## src/rtl/sd_cmd_sequencer_if.sv

```systemverilog
// ----------------------------------------------------------------------------
// sd_cmd_sequencer_if
// Byte-transfer handshake between sd_cmd_sequencer and spi_controller, plus
// the SD chip select that frames each command.
//   cs_n          SD chip select, active low
//   spi_execute   one-cycle start pulse for a byte transfer
//   spi_out_word  byte to transmit, stable from execute until finished
//   spi_in_word   byte received, valid while spi_finished=1
//   spi_finished  one-cycle pulse: byte transfer complete
// Modports: master = sequencer side, slave = spi_controller side.
// ----------------------------------------------------------------------------
interface sd_cmd_sequencer_if;
   logic       cs_n;
   logic       spi_execute;
   logic [7:0] spi_out_word;
   logic [7:0] spi_in_word;
   logic       spi_finished;

   modport master (
      output cs_n,
      output spi_execute,
      output spi_out_word,
      input  spi_in_word,
      input  spi_finished
   );

   modport slave (
      input  cs_n,
      input  spi_execute,
      input  spi_out_word,
      output spi_in_word,
      output spi_finished
   );
endinterface

```

## src/rtl/sd_cmd_sequencer.sv

```systemverilog
// ----------------------------------------------------------------------------
// sd_cmd_sequencer
// Issues one SD SPI-mode command frame through spi_controller and collects
// the R1 response: lead-in 0xFF, 6-byte frame, 0xFF polls until an R1 byte
// (MSB=0) or the poll limit, trailing 0xFF, then chip select release.
// A watchdog aborts any byte transfer that never finishes.
// Ports:
//   clk, rst        clock, asynchronous active-high reset
//   i_cmd_start     one-cycle request, accepted only while o_busy=0
//   i_cmd_index     command number, sampled on acceptance
//   i_cmd_arg       32-bit argument, sampled on acceptance
//   i_cmd_crc       CRC7, sampled on acceptance
//   o_busy          high from the cycle after acceptance until o_resp_valid
//   o_resp_valid    one-cycle pulse: command finished
//   o_resp_r1       R1 byte (or last byte received on timeout)
//   o_timeout       qualified by o_resp_valid: poll limit or watchdog expired
//   spi             byte handshake + chip select (master modport)
// ----------------------------------------------------------------------------
module sd_cmd_sequencer #(
   parameter int unsigned POLL_LIMIT  = 8,
   parameter int unsigned WDOG_CYCLES = 1024
) (
   input  logic                       clk,
   input  logic                       rst,
   input  logic                       i_cmd_start,
   input  logic [5:0]                 i_cmd_index,
   input  logic [31:0]                i_cmd_arg,
   input  logic [6:0]                 i_cmd_crc,
   output logic                       o_busy,
   output logic                       o_resp_valid,
   output logic [7:0]                 o_resp_r1,
   output logic                       o_timeout,
   sd_cmd_sequencer_if.master         spi
);

   localparam int unsigned PW = 8;
   localparam int unsigned WW = 16;
   localparam logic [7:0]  FILL_BYTE = 8'hFF;

   typedef enum logic [2:0] {
      S_IDLE,
      S_LEAD,
      S_CMD,
      S_POLL,
      S_TRAIL,
      S_DONE
   } state_t;

   state_t          r_state;
   logic [5:0]      r_index;
   logic [31:0]     r_arg;
   logic [6:0]      r_crc;
   logic [2:0]      r_byte_idx;
   logic [PW-1:0]   r_poll_cnt;
   logic [WW-1:0]   r_wdog;
   logic            r_cs_n;
   logic            r_busy;
   logic            r_execute;
   logic [7:0]      r_out_word;
   logic            r_resp_valid;
   logic [7:0]      r_resp_r1;
   logic            r_timeout;
   logic [7:0]      w_next_cmd_byte;
   logic            w_poll_last;
   logic            w_wdog_expired;

   // Frame byte that follows the one currently in flight (bytes 1..5).
   always_comb begin
      w_next_cmd_byte = FILL_BYTE;
      case (r_byte_idx)
         3'd0:    w_next_cmd_byte = r_arg[31:24];
         3'd1:    w_next_cmd_byte = r_arg[23:16];
         3'd2:    w_next_cmd_byte = r_arg[15:8];
         3'd3:    w_next_cmd_byte = r_arg[7:0];
         3'd4:    w_next_cmd_byte = {r_crc, 1'b1};
         default: w_next_cmd_byte = FILL_BYTE;
      endcase
   end

   // The capture in progress is the POLL_LIMIT-th poll byte.
   assign w_poll_last    = (r_poll_cnt == PW'(POLL_LIMIT - 1));
   // Counter holds cycles elapsed since the execute cycle.
   assign w_wdog_expired = (r_wdog == WW'(WDOG_CYCLES - 1));

   // Sequencer FSM. Within a byte-sending state, r_execute=1 marks the ISSUE
   // cycle; every other cycle in that state is WAIT.
   always_ff @(posedge clk or posedge rst) begin
      if (rst) begin
         r_state      <= S_IDLE;
         r_index      <= '0;
         r_arg        <= '0;
         r_crc        <= '0;
         r_byte_idx   <= '0;
         r_poll_cnt   <= '0;
         r_wdog       <= '0;
         r_cs_n       <= 1'b1;
         r_busy       <= 1'b0;
         r_execute    <= 1'b0;
         r_out_word   <= FILL_BYTE;
         r_resp_valid <= 1'b0;
         r_resp_r1    <= FILL_BYTE;
         r_timeout    <= 1'b0;
      end else begin
         r_execute    <= 1'b0;
         r_resp_valid <= 1'b0;

         case (r_state)
            // DONE behaves like IDLE for acceptance, so back-to-back commands work.
            S_IDLE, S_DONE: begin
               r_state <= S_IDLE;
               r_cs_n  <= 1'b1;
               r_busy  <= 1'b0;
               if (i_cmd_start) begin
                  r_index    <= i_cmd_index;
                  r_arg      <= i_cmd_arg;
                  r_crc      <= i_cmd_crc;
                  r_state    <= S_LEAD;
                  r_cs_n     <= 1'b0;
                  r_busy     <= 1'b1;
                  r_execute  <= 1'b1;
                  r_out_word <= FILL_BYTE;
                  r_wdog     <= '0;
               end
            end

            S_LEAD, S_CMD, S_POLL, S_TRAIL: begin
               if (r_execute) begin
                  // ISSUE cycle: finished here is not a response to this byte
                  r_wdog <= r_wdog + WW'(1);
               end else if (spi.spi_finished) begin
                  r_wdog <= '0;
                  case (r_state)
                     S_LEAD: begin
                        r_state    <= S_CMD;
                        r_byte_idx <= '0;
                        r_execute  <= 1'b1;
                        r_out_word <= {2'b01, r_index};
                     end
                     S_CMD: begin
                        r_execute <= 1'b1;
                        if (r_byte_idx == 3'd5) begin
                           r_state    <= S_POLL;
                           r_poll_cnt <= '0;
                           r_out_word <= FILL_BYTE;
                        end else begin
                           r_byte_idx <= r_byte_idx + 3'd1;
                           r_out_word <= w_next_cmd_byte;
                        end
                     end
                     S_POLL: begin
                        r_resp_r1  <= spi.spi_in_word;
                        r_poll_cnt <= r_poll_cnt + PW'(1);
                        r_execute  <= 1'b1;
                        r_out_word <= FILL_BYTE;
                        r_timeout  <= 1'b0;
                        if (!spi.spi_in_word[7]) begin
                           r_state <= S_TRAIL;
                        end else if (w_poll_last) begin
                           r_state   <= S_TRAIL;
                           r_timeout <= 1'b1;
                        end
                     end
                     S_TRAIL: begin
                        r_state      <= S_DONE;
                        r_cs_n       <= 1'b1;
                        r_busy       <= 1'b0;
                        r_resp_valid <= 1'b1;
                     end
                     default: r_state <= S_IDLE;
                  endcase
               end else if (w_wdog_expired) begin
                  // Stuck transfer: finish straight away, keep last R1 capture
                  r_state      <= S_DONE;
                  r_cs_n       <= 1'b1;
                  r_busy       <= 1'b0;
                  r_resp_valid <= 1'b1;
                  r_timeout    <= 1'b1;
                  r_wdog       <= '0;
               end else begin
                  r_wdog <= r_wdog + WW'(1);
               end
            end

            default: begin
               r_state <= S_IDLE;
               r_cs_n  <= 1'b1;
               r_busy  <= 1'b0;
            end
         endcase
      end
   end

   assign o_busy           = r_busy;
   assign o_resp_valid     = r_resp_valid;
   assign o_resp_r1        = r_resp_r1;
   assign o_timeout        = r_timeout;
   assign spi.cs_n         = r_cs_n;
   assign spi.spi_execute  = r_execute;
   assign spi.spi_out_word = r_out_word;

endmodule

```

## src/flat_wrapper.sv

```systemverilog
// flat-port wrapper written by rule: the top's interface ports become plain ports
module sd_cmd_sequencer_flat 
#(
   parameter int unsigned POLL_LIMIT  = 8,
   parameter int unsigned WDOG_CYCLES = 1024
)
  (clk, rst, i_cmd_start, i_cmd_index, i_cmd_arg, i_cmd_crc, o_busy, o_resp_valid, o_resp_r1, o_timeout, spi_cs_n, spi_spi_execute, spi_spi_out_word, spi_spi_in_word, spi_spi_finished);
  sd_cmd_sequencer_if spi_i ();
  input  logic clk;
  input  logic rst;
  input  logic i_cmd_start;
  input  logic [5:0] i_cmd_index;
  input  logic [31:0] i_cmd_arg;
  input  logic [6:0] i_cmd_crc;
  output logic o_busy;
  output logic o_resp_valid;
  output logic [7:0] o_resp_r1;
  output logic o_timeout;
  output wire logic [$bits(spi_i.cs_n)-1:0] spi_cs_n;
  output wire logic [$bits(spi_i.spi_execute)-1:0] spi_spi_execute;
  output wire logic [$bits(spi_i.spi_out_word)-1:0] spi_spi_out_word;
  input wire logic [$bits(spi_i.spi_in_word)-1:0] spi_spi_in_word;
  input wire logic [$bits(spi_i.spi_finished)-1:0] spi_spi_finished;
  assign spi_cs_n = spi_i.cs_n;
  assign spi_spi_execute = spi_i.spi_execute;
  assign spi_spi_out_word = spi_i.spi_out_word;
  assign spi_i.spi_in_word = spi_spi_in_word;
  assign spi_i.spi_finished = spi_spi_finished;
  sd_cmd_sequencer #(.POLL_LIMIT(POLL_LIMIT), .WDOG_CYCLES(WDOG_CYCLES)) u_core (.clk(clk), .rst(rst), .i_cmd_start(i_cmd_start), .i_cmd_index(i_cmd_index), .i_cmd_arg(i_cmd_arg), .i_cmd_crc(i_cmd_crc), .o_busy(o_busy), .o_resp_valid(o_resp_valid), .o_resp_r1(o_resp_r1), .o_timeout(o_timeout), .spi(spi_i));
endmodule
```

## config.mk

```make
export PLATFORM = sky130hd
export DESIGN_NAME = sd_cmd_sequencer_flat
export DESIGN_NICKNAME = d
export VERILOG_FILES = /design/src/rtl/sd_cmd_sequencer_if.sv /design/src/rtl/sd_cmd_sequencer.sv /design/src/flat_wrapper.sv
export SDC_FILE = /design/constraint.sdc
export NUM_CORES = 1
export LEC_CHECK = 0
export CAP_MARGIN = 15
export CORE_MARGIN = 3
export CORE_UTILIZATION = 47
export CTS_CLUSTER_DIAMETER = 200
export DETAILED_ROUTE_END_ITERATION = 10
export HOLD_SLACK_MARGIN = 0.05
export PLACE_DENSITY = 0.72
export SLEW_MARGIN = 20
export SYNTH_ARGS = -nofsm -noshare
export SYNTH_HDL_FRONTEND = slang
export SYNTH_SLANG_ARGS = --single-unit
export TNS_END_PERCENT = 100
```

## constraint.sdc

```tcl
create_clock -name clk -period 4.14 [get_ports clk]
set_input_delay 0.621 -clock clk [delete_from_list [all_inputs] [get_ports clk]]
set_output_delay 0.621 -clock clk [all_outputs]
set_load 0.02 [all_outputs]
```

==> results of run 1 <==
## tightest hold or removal path: stages, from the launching register on
cell	delay [ps]
sky130_fd_sc_hd__dfstp_2	380
sky130_fd_sc_hd__inv_1	50
sky130_fd_sc_hd__a21oi_1	50
## cells by family after synthesis
kind of cell,share of synthesized area
buf+inv,0.0307
fa+ha+maj,0.0187
compound gates,0.154
mux,0.144
flops,0.518
simple gates,0.133
xor+xnor,0.00187
## layout by cell type (no fill, tap or decap), types with 4 or more instances in the layout
| master | Yosys | routed |
|---|---|---|
| sky130_fd_sc_hd__nor3b_1 | 4 | 4 |
| sky130_fd_sc_hd__clkbuf_8 | 0 | 9 |
| sky130_fd_sc_hd__a21oi_1 | 10 | 10 |
| sky130_fd_sc_hd__nand3_1 | 18 | 18 |
| sky130_fd_sc_hd__nand2b_1 | 6 | 6 |
| sky130_fd_sc_hd__dfrtp_1 | 79 | 79 |
| sky130_fd_sc_hd__and3_1 | 6 | 6 |
| sky130_fd_sc_hd__a22o_1 | 13 | 13 |
| sky130_fd_sc_hd__a222oi_1 | 6 | 6 |
| sky130_fd_sc_hd__nand2_1 | 21 | 21 |
| sky130_fd_sc_hd__dfstp_2 | 17 | 17 |
| sky130_fd_sc_hd__mux2_2 | 59 | 59 |
| sky130_fd_sc_hd__a211oi_1 | 6 | 6 |
| sky130_fd_sc_hd__o21ai_1 | 5 | 5 |
| sky130_fd_sc_hd__inv_1 | 12 | 11 |
| sky130_fd_sc_hd__a21o_1 | 16 | 16 |
| sky130_fd_sc_hd__o21ai_0 | 17 | 17 |
| sky130_fd_sc_hd__or3_1 | 6 | 6 |
| sky130_fd_sc_hd__nor2_1 | 18 | 17 |
| sky130_fd_sc_hd__nor3_1 | 11 | 11 |
| sky130_fd_sc_hd__nand4_1 | 7 | 7 |
| sky130_fd_sc_hd__ha_1 | 7 | 7 |
| sky130_fd_sc_hd__clkdlybuf4s50_1 | 0 | 77 |
## worst paths after layout
kind                                    from                          to  slack (ps)
max                        u_core.r_state[0]            u_core.r_arg[18]        1510
min in group asynchronous                rst           u_core.r_index[5]         710
max in group asynchronous                rst  u_core.spi.spi_out_word[1]        2650
min                          u_core.spi.cs_n             u_core.spi.cs_n         480
min reg2reg                  u_core.spi.cs_n             u_core.spi.cs_n         480
max reg2reg                u_core.r_state[0]            u_core.r_arg[18]        1510
## per-layer routing
layer  share of wire  global-route usage  vias up
met3           0.051              0.0514       17
met2            0.49               0.310      110
met5               0                   0        -
li1                -                   -     1673
met4           0.017              0.0518        0
met1            0.44               0.251     1782
## registers in the layout (all words and copies together) (netlist names)
signal	cells
u_core.o_busy	1
u_core.o_timeout	1
u_core.r_index	6
u_core.spi.spi_execute	1
u_core.spi.spi_out_word	8
u_core.r_state	3
u_core.spi.cs_n	1
u_core.r_wdog	16
u_core.r_poll_cnt	8
u_core.r_arg	32
u_core.r_crc	7
u_core.o_resp_valid	1
u_core.o_resp_r1	8
u_core.r_byte_idx	3
## metrics by stage
stage	instance area [µm²]	hold slack [ps]	instances	utilization
2_1_floorplan	4680	468	412	-
3_3_place_gp	5550	458	599	0.587
3_5_place_dp	5550	465	599	0.587
4_1_cts	5800	479	615	0.613
5_1_grt	5800	502	615	0.613
6_report	5800	477	615	0.613
## layout make-up
cell class | instances | share of cell area
clock buffers | 9 | 0.0214
clock inverters | 7 | 0.0214
inverters | 13 | 0.00863
multi-input cells | 282 | 0.365
flip-flops and latches | 96 | 0.418
well taps | 129 | 0.0278
repair buffers | 79 | 0.138
## power by group
| part | total (mW) | internal (mW) | switching, mW | leakage [nW] |
|---|---|---|---|---|
| sequential | 1.70 | 1.39 | 0.312 | 1.16 |
| clock | 0.753 | 0.409 | 0.344 | 0.126 |
| combinational | 1.76 | 0.894 | 0.868 | 1.17 |
==> impl_metrics.prom, run 1 <==
# TYPE chip_impl_metric gauge
chip_impl_metric{name="dp_hpwl",unit="µm"} 7330
chip_impl_metric{name="clock_latency",unit="ps"} 360
chip_impl_metric{name="cts.repair.resized",unit=""} 0
chip_impl_metric{name="total_grt_usage",unit=""} 0.190
chip_impl_metric{name="routed_via_density",unit=""} 5.82
chip_impl_metric{name="period_minus_slack",unit="ps"} 2630
chip_impl_metric{name="p_total",unit="mW"} 4.22
chip_impl_info{name="critical-path-top-delay-family",value="flip-flops"} 1
chip_impl_metric{name="p_per_area",unit="mW/mm²"} 727
chip_impl_metric{name="fin_nets",unit=""} 545
chip_impl_info{name="tritoncts",value="yes"} 1
chip_impl_info{name="yosys.cell_count.top_type",value="sky130_fd_sc_hd__dfrtp_1"} 1
chip_impl_metric{name="postCtsSetupRepairBufs",unit=""} 0
chip_impl_metric{name="hold-path-cell-count",unit=""} 2
chip_impl_metric{name="remaining_antenna_violation_count",unit=""} 0
chip_impl_metric{name="maxCapViolations",unit=""} 0
chip_impl_metric{name="gpl.final_weighted_congestion",unit=""} 0.803
chip_impl_metric{name="path_max_fanout",unit=""} 25
chip_impl_info{name="grt_setup_unrepaired",value="false"} 1
chip_impl_metric{name="cts_num_sinks",unit=""} 96
chip_impl_metric{name="worst_slack",unit="ps"} 1510
chip_impl_metric{name="grt_pass1_vias",unit=""} 3484
chip_impl_metric{name="fin_setup_tns",unit="ps"} 0
chip_impl_info{name="yosys.area.top_type",value="sky130_fd_sc_hd__dfrtp_1"} 1
chip_impl_info{name="ys.flop_type",value="sky130_fd_sc_hd__dfrtp_1"} 1
chip_impl_info{name="synth.cells.most_frequent",value="79 x sky130_fd_sc_hd__dfrtp_1, 59 x sky130_fd_sc_hd__mux2_2, 21 x sky130_fd_sc_hd__nand2_1, 18 x sky130_fd_sc_hd__nand3_1, 18 x sky130_fd_sc_hd__nor2_1"} 1
chip_impl_metric{name="num_antenna_cells",unit=""} 0
chip_impl_metric{name="dr_total_vias",unit=""} 3582
chip_impl_metric{name="timing.critical_path.depth",unit=""} 4
chip_impl_metric{name="place_ws",unit="ps"} 1360
chip_impl_metric{name="postSynthNetCount",unit=""} 476
chip_impl_info{name="worst_setup_path_start_kind",value="register"} 1
chip_impl_info{name="synth_area_leaders",value="sky130_fd_sc_hd__dfrtp_1 42%, sky130_fd_sc_hd__mux2_2 14%, sky130_fd_sc_hd__dfstp_2 9.5%, sky130_fd_sc_hd__a21o_1 2.6%, sky130_fd_sc_hd__a22o_1 2.4%"} 1
chip_impl_metric{name="max-slew-margin-rel",unit=""} 0.442
chip_impl_metric{name="postRouteWirelength",unit="µm"} 10300
chip_impl_metric{name="post_route_cells_drive_above_1_share",unit=""} 0.212
chip_impl_metric{name="layout_worst_path_cycle_share",unit=""} 0.634
chip_impl_metric{name="register_area",unit="mm²"} 0.00242
chip_impl_metric{name="critPathBufInv",unit=""} 1
chip_impl_metric{name="worst_vdd_rail_ir_drop",unit="mV"} 0.375
chip_impl_metric{name="numCtsBuffers",unit=""} 9
chip_impl_metric{name="clock-skew-final",unit="ps"} 9.48
chip_impl_metric{name="grt_pass1_wl",unit="µm"} 17000
chip_impl_metric{name="grt_antenna_before_repair",unit=""} 0
chip_impl_metric{name="yosys.area.top_type_share",unit=""} 0.422
chip_impl_info{name="critPathCaptureType",value="register"} 1
chip_impl_metric{name="synth.ff_latch_count",unit=""} 96
chip_impl_metric{name="drt_pre_antenna_iters",unit=""} 5
chip_impl_metric{name="ys.warnings.count",unit=""} 0
chip_impl_metric{name="drtIter0Drc",unit=""} 194
chip_impl_info{name="hold_path.class",value="reg2reg"} 1
chip_impl_metric{name="timing_hold_violations_final",unit=""} 0
chip_impl_metric{name="wl_per_cell",unit="µm"} 16.7
chip_impl_metric{name="cts_hold_buf",unit=""} 0
chip_impl_metric{name="delay_of_the_slowest_cell_on_the_worst_path",unit="ps"} 790
chip_impl_metric{name="netlist_instances",unit=""} 412
chip_impl_metric{name="rows",unit=""} 35
chip_impl_metric{name="grt-ovfl-total",unit=""} 0
chip_impl_metric{name="synthArstFlopShare",unit=""} 1.00
chip_impl_metric{name="port_buffers",unit=""} 77
chip_impl_metric{name="worst_ep_required_time",unit="ps"} 4400
chip_impl_metric{name="worstPathArrival",unit="ps"} 2880
chip_impl_metric{name="cts-htree-levels",unit=""} 3
chip_impl_info{name="clock_tree.root_cell",value="sky130_fd_sc_hd__clkbuf_8"} 1
chip_impl_metric{name="floorplan.initialDensity",unit=""} 0.495
chip_impl_info{name="crit_type",value="reg2reg"} 1
chip_impl_metric{name="cellLeakagePower",unit="nW"} 2.46
chip_impl_metric{name="worst_setup_hold_path_clk_slew",unit="ps"} 100
chip_impl_metric{name="number_of_library_cell_types_mapped_by_synthesis",unit=""} 58
chip_impl_metric{name="area_delta_synth_final",unit="%"} 24.0
chip_impl_metric{name="chipHeight",unit="µm"} 106
chip_impl_metric{name="netlist_area",unit="mm²"} 0.00468
chip_impl_metric{name="clk_path_buf_depth",unit=""} 2
chip_impl_metric{name="pin_count_of_the_biggest_net_entering_global_routing",unit=""} 51
chip_impl_info{name="worst_path_max_delay_cell",value="sky130_fd_sc_hd__dfrtp_1"} 1
chip_impl_metric{name="dieWidth",unit="µm"} 106
chip_impl_metric{name="report.final.slew_viol_count",unit=""} 0
chip_impl_metric{name="fillCellCount",unit=""} 804
chip_impl_metric{name="fmaxAchievable",unit="MHz"} 381
chip_impl_metric{name="avgSynthCellArea",unit="µm²"} 11.4
chip_impl_info{name="crit_path_cell_trace",value="xor2_1 -> nor2_4 -> buf_4 -> mux2_2"} 1
chip_impl_metric{name="ioPinCount",unit=""} 78
chip_impl_metric{name="multi_input_comb_area",unit="mm²"} 0.00212
chip_impl_metric{name="core_area",unit="mm²"} 0.00946
chip_impl_metric{name="drc",unit=""} 0
chip_impl_metric{name="synth-seq-area-share",unit=""} 0.518
chip_impl_metric{name="setup_viol",unit=""} 0
chip_impl_info{name="outcome",value="finished, final reports clean"} 1
chip_impl_metric{name="design.die.area",unit="mm²"} 0.0112
chip_impl_metric{name="timing.reg2reg.worst_path_depth",unit=""} 4
chip_impl_metric{name="worst_slew_pin_slew",unit="ps"} 837
chip_impl_metric{name="synth_enable_flop_cells",unit=""} 0
Note: power is estimated with default switching activity, not from simulation.
==> inputs of run 2 (changes only) <==
--- a/config.mk
+++ b/config.mk
@@ -11,7 +11,7 @@
 export CTS_CLUSTER_DIAMETER = 200
 export DETAILED_ROUTE_END_ITERATION = 10
 export HOLD_SLACK_MARGIN = 0.05
-export PLACE_DENSITY = 0.72
+export PLACE_DENSITY = 0.75
 export SLEW_MARGIN = 20
 export SYNTH_ARGS = -nofsm -noshare
 export SYNTH_HDL_FRONTEND = slang
==> constraint.sdc (replaced) <==
create_clock -name clk -period 2.3 [get_ports clk]
set_input_delay 0.345 -clock clk [delete_from_list [all_inputs] [get_ports clk]]
set_output_delay 0.345 -clock clk [all_outputs]
set_load 0.02 [all_outputs]
==> run 2 against run 1 <==
Hold slack lost 150 ps. Fmax grew 24%. Sequential share of layout area shrank 0.49 points. Cell area grew 1.2%. Combinational power grew 93%. Register-to-register slack lost 1300 ps. Non-clock buffer count grew 12. Utilization grew 0.73 points. Setup slack lost 1300 ps. Largest cell class unchanged.
==> impl_metrics.prom, run 2 (same netlist as run 1, synthesis figures left out) <==
# TYPE chip_impl_metric gauge
chip_impl_metric{name="cts-htree-levels",unit=""} 3
chip_impl_metric{name="pin_count_of_the_biggest_net_entering_global_routing",unit=""} 49
chip_impl_metric{name="max-slew-margin-rel",unit=""} 0.660
chip_impl_metric{name="grt_pass1_vias",unit=""} 3548
chip_impl_metric{name="cellLeakagePower",unit="nW"} 2.50
chip_impl_info{name="mostFrequentLayoutCells",value="79 x sky130_fd_sc_hd__dfrtp_1, 77 x sky130_fd_sc_hd__clkdlybuf4s50_1, 59 x sky130_fd_sc_hd__mux2_2, 21 x sky130_fd_sc_hd__nand2_1, 18 x sky130_fd_sc_hd__nand3_1"} 1
chip_impl_metric{name="p_total",unit="mW"} 7.44
chip_impl_metric{name="gr-usage-met2",unit=""} 0.307
chip_impl_info{name="worst_setup_path_start_kind",value="register"} 1
chip_impl_metric{name="detailed_place.area",unit="mm²"} 0.00567
chip_impl_metric{name="clock_latency",unit="ps"} 360
chip_impl_metric{name="port_buffers",unit=""} 77
chip_impl_metric{name="grtUsageMet3",unit=""} 0.0459
chip_impl_metric{name="path_max_fanout",unit=""} 22
chip_impl_metric{name="dieWidth",unit="µm"} 106
chip_impl_metric{name="register_area",unit="mm²"} 0.00242
chip_impl_metric{name="drtIter0Drc",unit=""} 127
chip_impl_metric{name="multi_input_comb_area",unit="mm²"} 0.00213
chip_impl_metric{name="numCtsBuffers",unit=""} 9
chip_impl_info{name="mostFrequentLayoutCell",value="sky130_fd_sc_hd__dfrtp_1"} 1
chip_impl_metric{name="cts_num_sinks",unit=""} 96
chip_impl_metric{name="core_area",unit="mm²"} 0.00946
chip_impl_metric{name="design.die.area",unit="mm²"} 0.0112
chip_impl_info{name="grt_setup_unrepaired",value="false"} 1
chip_impl_info{name="critPathCaptureType",value="register"} 1
chip_impl_metric{name="grt_pass1_wl",unit="µm"} 17500
chip_impl_metric{name="period_minus_slack",unit="ps"} 2110
chip_impl_metric{name="fillCellCount",unit=""} 792
chip_impl_info{name="tritoncts",value="yes"} 1
chip_impl_metric{name="setup_viol",unit=""} 0
chip_impl_info{name="globalRoute.busiestLayer",value="met2"} 1
chip_impl_metric{name="post_route_cells_drive_above_1_share",unit=""} 0.235
chip_impl_metric{name="report.final.slew_viol_count",unit=""} 0
chip_impl_metric{name="worstPathArrival",unit="ps"} 2370
chip_impl_metric{name="area_delta_synth_final",unit="%"} 25.4
chip_impl_metric{name="p_per_area",unit="mW/mm²"} 1270
chip_impl_metric{name="fin_nets",unit=""} 557
chip_impl_info{name="outcome",value="finished, final reports clean"} 1
chip_impl_metric{name="wl_per_cell",unit="µm"} 16.4
chip_impl_info{name="crit_type",value="reg2reg"} 1
chip_impl_info{name="largest_register",value="u_core.r_arg"} 1
chip_impl_metric{name="gr-usage-met1",unit=""} 0.268
chip_impl_metric{name="floorplan.initialDensity",unit=""} 0.495
chip_impl_metric{name="clock-skew-final",unit="ps"} 14.5
chip_impl_metric{name="fmaxAchievable",unit="MHz"} 473
chip_impl_metric{name="dr_total_vias",unit=""} 3525
chip_impl_metric{name="total_grt_usage",unit=""} 0.193
chip_impl_metric{name="largest_register_ff_count",unit=""} 32
chip_impl_metric{name="clk_path_buf_depth",unit=""} 2
chip_impl_metric{name="post-route-cell-area",unit="mm²"} 0.00587
chip_impl_metric{name="num_antenna_cells",unit=""} 0
chip_impl_metric{name="chipHeight",unit="µm"} 106
chip_impl_metric{name="postRouteWirelength",unit="µm"} 10300
chip_impl_metric{name="grt_antenna_before_repair",unit=""} 0
chip_impl_metric{name="worst_ep_required_time",unit="ps"} 2550
chip_impl_metric{name="fin_setup_tns",unit="ps"} 0
chip_impl_metric{name="remaining_antenna_violation_count",unit=""} 0
chip_impl_metric{name="rows",unit=""} 35
chip_impl_metric{name="drc",unit=""} 0
chip_impl_info{name="hold_path.class",value="in2async"} 1
chip_impl_metric{name="worst_setup_hold_path_clk_slew",unit="ps"} 110
chip_impl_info{name="layout_top_registers",value="u_core.r_arg x32, u_core.r_wdog x16"} 1
chip_impl_metric{name="worst_vdd_rail_ir_drop",unit="mV"} 0.691
chip_impl_info{name="clock_tree.root_cell",value="sky130_fd_sc_hd__clkbuf_8"} 1
chip_impl_metric{name="drt_pre_antenna_iters",unit=""} 4
chip_impl_metric{name="maxCapViolations",unit=""} 0
chip_impl_metric{name="ioPinCount",unit=""} 78
chip_impl_metric{name="routed_via_density",unit=""} 5.62
chip_impl_metric{name="worst_slew_pin_slew",unit="ps"} 508
chip_impl_metric{name="dp_hpwl",unit="µm"} 7670
chip_impl_metric{name="grt-ovfl-total",unit=""} 0
chip_impl_metric{name="layout_worst_path_cycle_share",unit=""} 0.919
chip_impl_metric{name="timing_hold_violations_final",unit=""} 0
chip_impl_metric{name="gpl.final_weighted_congestion",unit=""} 0.885
==> run 2: layer usage <==
metal | part of all wire | wire, µm
met1 | 0.46 | 4680
met2 | 0.49 | 5090
met3 | 0.042 | 427
met4 | 0.0087 | 89
met5 | 0 | 0
==> run 2: through the flow <==
step | hold WS, ps | setup WS, ps | instances | util
2_1_floorplan | 468 | 81.3 | 412 | -
3_3_place_gp | 454 | 113 | 611 | 0.599
3_5_place_dp | 465 | 15.3 | 611 | 0.599
4_1_cts | 328 | 79.9 | 627 | 0.619
5_1_grt | 335 | 23.6 | 627 | 0.621
6_report | 325 | 187 | 627 | 0.621
==> run 2: report_power, final <==
part / total (mW) / leakage (nW) / switching, mW / internal, mW
combinational: 3.40 / 1.24 / 1.67 / 1.73
sequential: 2.99 / 1.16 / 0.483 / 2.50
clock: 1.05 / 0.0980 / 0.632 / 0.418
total: 7.44 / 2.50 / 2.79 / 4.65
==> run 2: critical path, stage by stage (launching register included) <==
cell and delay, ps:
sky130_fd_sc_hd__dfrtp_1 440, sky130_fd_sc_hd__or4_4 560, sky130_fd_sc_hd__nor4_4 360, sky130_fd_sc_hd__a21o_4 310, sky130_fd_sc_hd__o211ai_1 130, sky130_fd_sc_hd__a32o_1 210
==> run 2: path summary, 6_finish.rpt <==
| check | start | endpoint | slack [ps] | cells past startpoint |
|---|---|---|---|---|
| max | u_core.r_wdog[11] | u_core.r_state[0] | 190 | 5 |
| min | rst | u_core.r_arg[15] | 330 | 2 |
| max reg2reg | u_core.r_wdog[11] | u_core.r_state[0] | 190 | 5 |
| min reg2reg | u_core.spi.cs_n | u_core.spi.cs_n | 480 | 2 |
| max in group asynchronous | rst | u_core.spi.cs_n | 1410 | 3 |
| min in group clk | u_core.spi.cs_n | u_core.spi.cs_n | 480 | 2 |
==> run 2: repair_timing <==
action | CTS | global route
resized for setup | 0 | 3
hold buffers | 0 | 0
buffers inserted | 0 | 0
endpoints found under the setup margin | 0 | 15
==> run 2: cell type report <==
class                      count  share of cell area
multi-input combinational    282               0.363
timing repair buffer          91               0.156
inverter                      13             0.00895
clock buffer                   9              0.0211
sequential                    96               0.413
clock inverter                 7              0.0107
tap                          129              0.0275
==> inputs of run 3 (changes only) <==
--- a/config.mk
+++ b/config.mk
@@ -5,13 +5,14 @@
 export SDC_FILE = /design/constraint.sdc
 export NUM_CORES = 1
 export LEC_CHECK = 0
-export CAP_MARGIN = 15
+export CAP_MARGIN = 5
 export CORE_MARGIN = 3
 export CORE_UTILIZATION = 47
 export CTS_CLUSTER_DIAMETER = 200
 export DETAILED_ROUTE_END_ITERATION = 10
 export HOLD_SLACK_MARGIN = 0.05
 export PLACE_DENSITY = 0.75
+export SKIP_LAST_GASP = 1
 export SLEW_MARGIN = 20
 export SYNTH_ARGS = -nofsm -noshare
 export SYNTH_HDL_FRONTEND = slang
==> results of run 3 <==
Same layout as run 2: the final DEF is identical, and so are final timing and power.
